$ cat src/rtl/sample_router_pkg.sv
// sample_router_pkg -- shared definitions for the sample router slice.
//
// Contents:
//   DATA_W       sample width carried through the router (10 bits)
//   BURST_W      width of the burst counter (covers BURST_LEN up to 15)
//   ch_state_t   channel FSM encoding; the value doubles as the demux select
//   *_RST        reset values used by the FIFO and the channel FSM
//
// Optional build macro used by the top level: SAMPLE_ROUTER_ZERO_BLANK_EN.

package sample_router_pkg;

   localparam int DATA_W  = 10;
   localparam int BURST_W = 4;

   // Encoding is chosen so that the state bit is directly the demux select:
   // 0 = y path, 1 = x path.
   typedef enum logic {
      CH_Y = 1'b0,
      CH_X = 1'b1
   } ch_state_t;

   localparam ch_state_t           CH_RST    = CH_Y;
   localparam logic [BURST_W-1:0]  BURST_RST = '0;
   localparam logic [DATA_W-1:0]   DATA_RST  = '0;

endpackage

$ cat src/rtl/sample_fifo.sv
// sample_fifo -- first-word fall-through FIFO used by sample_router.
//
// Ports:
//   clk      sole clock, rising edge
//   rst_n    synchronous active-low reset; clears pointers, occupancy and storage
//   push     write wr_data this cycle (ignored while full, even if popping)
//   pop      drop the head this cycle (ignored while empty)
//   wr_data  word to write
//   head     word at the read pointer (valid when !empty)
//   full     occupancy == DEPTH
//   empty    occupancy == 0
//
// DEPTH must be a power of two so the pointers wrap by plain overflow.

module sample_fifo
   import sample_router_pkg::*;
#(
   parameter int DEPTH = 4
) (
   input  logic              clk,
   input  logic              rst_n,
   input  logic              push,
   input  logic              pop,
   input  logic [DATA_W-1:0] wr_data,
   output logic [DATA_W-1:0] head,
   output logic              full,
   output logic              empty
);

   localparam int            AW       = $clog2(DEPTH);
   localparam logic [AW:0]   FULL_CNT = (AW+1)'(DEPTH);

   logic [DATA_W-1:0] mem [DEPTH];
   logic [AW-1:0]     wr_ptr;
   logic [AW-1:0]     rd_ptr;
   logic [AW:0]       count;
   logic              push_en;
   logic              pop_en;

   assign full    = (count == FULL_CNT);
   assign empty   = (count == '0);
   // A full FIFO never takes a word, even when a pop frees a slot on the
   // same edge; the upstream sees data_ready low and retries next cycle.
   assign push_en = push && !full;
   assign pop_en  = pop && !empty;
   assign head    = mem[rd_ptr];

   always_ff @(posedge clk) begin
      if (!rst_n) begin
         wr_ptr <= '0;
         rd_ptr <= '0;
         count  <= '0;
         // Storage is cleared too so the head reads as zero out of reset.
         for (int i = 0; i < DEPTH; i++) begin
            mem[i] <= DATA_RST;
         end
      end else begin
         if (push_en) begin
            mem[wr_ptr] <= wr_data;
            wr_ptr      <= wr_ptr + 1'b1;
         end
         if (pop_en) begin
            rd_ptr <= rd_ptr + 1'b1;
         end
         case ({push_en, pop_en})
            2'b10:   count <= count + 1'b1;
            2'b01:   count <= count - 1'b1;
            default: count <= count;
         endcase
      end
   end

endmodule

$ cat src/rtl/sample_router.sv
// sample_router -- buffers upstream samples and steers them to a 1-to-2
// demux, alternating between the y and x paths every BURST_LEN words.
//
// Ports:
//   clk          sole clock, rising edge
//   rst_n        synchronous active-low reset
//   data_in      upstream sample
//   data_valid   data_in valid this cycle
//   data_ready   router accepts data_in this cycle (FIFO not full)
//   route_data   FIFO head presented to the demux
//   route_sel    demux select: 0 = y path, 1 = x path
//   route_valid  route_data / route_sel are valid (FIFO not empty)
//   out_ready    downstream consumes the head this cycle
//
// Handshake: a word moves on an edge where valid && ready are both high on
// that side; valid-side data is held stable until the transfer completes.
//
// Build option: SAMPLE_ROUTER_ZERO_BLANK_EN forces route_data to zero while
// route_valid is low; otherwise route_data shows raw FIFO storage then.
//
// The channel FSM state is observable directly on route_sel.

module sample_router
   import sample_router_pkg::*;
#(
   parameter int DEPTH     = 4,
   parameter int BURST_LEN = 1
) (
   input  logic              clk,
   input  logic              rst_n,
   input  logic [DATA_W-1:0] data_in,
   input  logic              data_valid,
   output logic              data_ready,
   output logic [DATA_W-1:0] route_data,
   output logic              route_sel,
   output logic              route_valid,
   input  logic              out_ready
);

   localparam logic [BURST_W-1:0] BURST_LAST = BURST_W'(BURST_LEN - 1);

   logic              fifo_full;
   logic              fifo_empty;
   logic [DATA_W-1:0] fifo_head;
   logic              pop;

   ch_state_t          state_q;
   ch_state_t          state_d;
   logic [BURST_W-1:0] burst_q;
   logic [BURST_W-1:0] burst_d;

   sample_fifo #(
      .DEPTH (DEPTH)
   ) u_fifo (
      .clk     (clk),
      .rst_n   (rst_n),
      .push    (data_valid),
      .pop     (out_ready),
      .wr_data (data_in),
      .head    (fifo_head),
      .full    (fifo_full),
      .empty   (fifo_empty)
   );

   assign data_ready  = !fifo_full;
   assign route_valid = !fifo_empty;
   assign pop         = route_valid && out_ready;
   assign route_sel   = state_q;

`ifdef SAMPLE_ROUTER_ZERO_BLANK_EN
   assign route_data = route_valid ? fifo_head : DATA_RST;
`else
   assign route_data = fifo_head;
`endif

   always_ff @(posedge clk) begin
      if (!rst_n) begin
         state_q <= CH_RST;
         burst_q <= BURST_RST;
      end else begin
         state_q <= state_d;
         burst_q <= burst_d;
      end
   end

   // Channel and burst position only advance on a pop; the last word of a
   // burst switches the channel on the same edge that consumes it.
   always_comb begin
      state_d = state_q;
      burst_d = burst_q;
      if (pop) begin
         if (burst_q == BURST_LAST) begin
            burst_d = BURST_RST;
            state_d = (state_q == CH_Y) ? CH_X : CH_Y;
         end else begin
            burst_d = burst_q + 1'b1;
         end
      end
   end

endmodule

$ cat config.mk
export PLATFORM = sky130hd
export DESIGN_NAME = sample_router
export DESIGN_NICKNAME = d
export VERILOG_FILES = /design/src/rtl/sample_router_pkg.sv /design/src/rtl/sample_fifo.sv /design/src/rtl/sample_router.sv
export SDC_FILE = /design/constraint.sdc
export NUM_CORES = 1
export LEC_CHECK = 0
export CORE_UTILIZATION = 55
export DETAILED_ROUTE_END_ITERATION = 10
export PLACE_DENSITY = 0.82
export RECOVER_POWER = 100
export SLEW_MARGIN = 20
export SYNTH_ARGS = -nofsm -noshare
export SYNTH_HDL_FRONTEND = slang
export SYNTH_SLANG_ARGS = --single-unit
$ cat constraint.sdc
create_clock -name clk -period 6.59 [get_ports clk]
set_input_delay 1.318 -clock clk [delete_from_list [all_inputs] [get_ports clk]]
set_output_delay 1.318 -clock clk [all_outputs]
set_load 0.1 [all_outputs]
==> flow_summary_export.csv <==
group,metric,value,unit
placement,place_ws,2.66,ns
synth,yosys_warnings,0,
detailed_routing,dr.pass1.iters,4,
timing,min_period,4.21,ns
timing,slew_headroom,-34.7,%
synth,synthArstFlopShare,0,%
synth,synth_edf_count,40,
layout,final_area,2850,sq um
worst_setup_path,crit_fanout,21,
synth,synthDistinctLibCells,37,
clock_tree,cts_root_buf,"clkbuf_8",
synth,syn_inst,176,
synth,netlist_area,2450,sq um
timing,rsz0062_at_grt,"no",
detailed_routing,drt_wl_total,4480,um
grt,grt_pass1_vias,1454,
synth,ys_ff_latch,54,
floorplan,fp.dieW,68.7,um
floorplan,row_count,23,
worst_setup_path,crit_path_end,"u_fifo.mem[1][3]",
clock_tree,numCtsBuffers,5,
placement,place_area,2740,sq um
synth,yosys.area.top_type_share,49.0,%
placement,place_congestion,0.737,
detailed_routing,post_drt_via_cell_ratio,5.69,
placement,dp.cells,247,
clock_tree,cts_tree,"built",
worst_setup_path,end_kind,"flip-flop",
timing,setup_ws,2.38,ns
worst_setup_path,cp-start-kind,"primary input",
worst_setup_path,slowest_stage,"nor4b_1",
worst_setup_path,reg2reg_to,"u_fifo.count[2]",
layout,stdcell_count,255,
worst_setup_path,worstPathRequired,6.75,ns
hold_path,worstHoldPathType,"flip-flop to flip-flop",
power_and_ir_drop,ir_drop,0.000363,V
placement,dp_hpwl,3030,um
worst_setup_path,slowest_delay,1.61,ns
floorplan,ios,27,
synth,synth.top_cells.by_area,"edfxtp_1 49%, and2_1 11%, dfxtp_1 11%",
clock_tree,path_clk_slew,0.09,ns
floorplan,start_util,59.1,%
detailed_routing,via_count,1450,
clock_tree,cts.sinks,54,
detailed_routing,drc,0,
clock_tree,insertion_delay,0.31,ns
layout,final_util,68.8,%
clock_tree,clockBufferDepth,2,
layout,syn2layout_area_growth,16.3,%
clock_tree,cts_resized,0,
layout,layout-drive-gt1-share,10.2,%
timing,skew,0.00614,ns
floorplan,core,4140,sq um
worst_setup_path,reg2regPathDepth,8,
grt,grt_max_degree,22,
worst_setup_path,crit_arrival,4.37,ns
synth,yosysSeqAreaShare,60.5,%
grt,antenna_found_initial,0,
detailed_routing,ant_nets,0,
grt,grt-ovfl-total,0,
timing,fin_crit_sh,63.9,%
synth,synth-main-ff-cell,"edfxtp_1",
detailed_routing,wl_per_cell,17.6,um
worst_setup_path,crit_type,"primary input to flip-flop",
worst_setup_path,path_cells,"dlygate4sd3_1, nand2_1, nor4b_1, and2_0",
power_and_ir_drop,p_leak,1.01,nW
worst_setup_path,rr_startpoint,"u_fifo.count[0]",
placement,portBuffers,26,
clock_tree,h-tree-depth,2,
synth,synth.avg_cell_area,13.9,sq um
power_and_ir_drop,p_per_area,411,nW/um^2
grt,grt_first_pass_wirelength,6980,um
layout,antennaDiodeCount,0,
timing,slew_violations,23,
clock_tree,postCtsSetupRepairBufs,0,
timing,tightestPinTransition,1.99,ns
outcome,violations,"max-capacitance violations, max-slew violations",
worst_setup_path,reg2reg_slack,3.69,ns
floorplan,die_h,68.7,um
detailed_routing,dr.first_iter.drc_count,114,
timing,hold_viol,0,
timing,setup_tns,0,ns
synth,synth_nets,194,
layout,fin_nets,222,
clock_tree,cts_hold_buffers,0,
floorplan,die_area,4730,sq um
run,drv_cap,2,
worst_setup_path,critPathLaunch,"rst_n",
outcome,status,"finished, violations left",
grt,grt_usage,21.8,%
timing,fmax,237,MHz
timing,setup_violations,0,
synth,yosysTopAreaCell,"edfxtp_1",
## layout make-up
type / instances / area (sq um)
Multi-Input combinational cell: 106 / 867
Timing Repair Buffer: 28 / 268
Sequential cell: 54 / 1480
Clock buffer: 7 / 108
Tap cell: 50 / 62.6
Fill cell: 304 / 1290
Clock inverter: 1 / 30.0
Inverter: 9 / 33.8
## cell usage in the layout, fill, tap and decap left out, types with 2 or more instances in the layout
cell,instances
clkbuf_1,2
clkbuf_8,6
a21boi_0,3
or3_1,2
dfxtp_1,14
and2_0,36
nand3_1,5
o31ai_1,2
ha_1,3
nand2b_1,4
a21boi_1,2
nand2_1,4
and2_1,9
mux4_2,10
clkdlybuf4s50_1,10
edfxtp_1,40
xnor2_1,2
o21ai_0,8
dlygate4sd3_1,16
inv_1,8
## kinds of logic after synthesis
logic type / Yosys count / share of synthesized area [%]
flip-flops: 54 / 60.5
AND/OR/NAND/NOR: 70 / 18.4
buffers and inverters: 16 / 3.22
XOR/XNOR: 3 / 1.07
multiplexers: 11 / 9.60
adder cells (fa/ha/maj): 4 / 2.35
AO/OA/AOI/OAI: 18 / 4.90
## critical path, delay by kind of cell
family        cells  cell delay, ns
simple gates      3            2.14
buf+inv           1            0.92
## cells in the mapped netlist, types with 2 or more instances
cell / count
inv_1: 8
nand3_1: 5
nand2_1: 4
edfxtp_1: 40
or3_1: 2
and2_1: 45
o21ai_0: 8
a21boi_1: 3
dfxtp_1: 14
buf_6: 2
mux4_2: 10
xnor2_1: 2
buf_2: 3
ha_1: 3
a21boi_0: 2
nand2b_1: 4
## power by group
part           leakage (nW)  switching (mW)  internal [mW]
logic                 0.414           0.328          0.134
registers             0.531          0.0467          0.413
clock network        0.0696           0.104          0.147
total                  1.01           0.479          0.693
## worst min path at each step
stage | slack (ns) | start | depth (start not counted) | endpoint
4_1_cts | 0.50 | burst_q[1] | 2 | burst_q[1]
3_3_place_gp | 0.46 | route_sel | 2 | route_sel
6_report | 0.50 | route_sel | 2 | route_sel
3_5_place_dp | 0.48 | route_sel | 2 | route_sel
5_1_grt | 0.52 | burst_q[1] | 2 | burst_q[1]
2_1_floorplan | 0.45 | burst_q[3] | 2 | burst_q[3]
## through the flow
stage / hold slack, ns / power (mW)
detailed placement: 0.481 / 0.951
CTS: 0.498 / 1.20
global placement: 0.464 / 0.938
finish: 0.497 / 1.17
global route: 0.522 / 1.22
floorplan: 0.452 / 0.853
## registers in the layout, indices dropped and copies added, names as in the netlist, named ones only
name           flops
route_sel          1
u_fifo.count       3
u_fifo.mem        40
u_fifo.wr_ptr      2
burst_q            4
u_fifo.rd_ptr      2
## layer usage
layer	wire, um	part of all wire [%]	track usage (%)	vias up
met2	2320	52	37.7	40
met4	89	2.0	13.0	0
li1	-	-	-	685
met3	192	4.3	3.95	10
met5	0	0	0	-
met1	1870	42	25.0	715
Note: power is estimated with default switching activity, not from simulation.
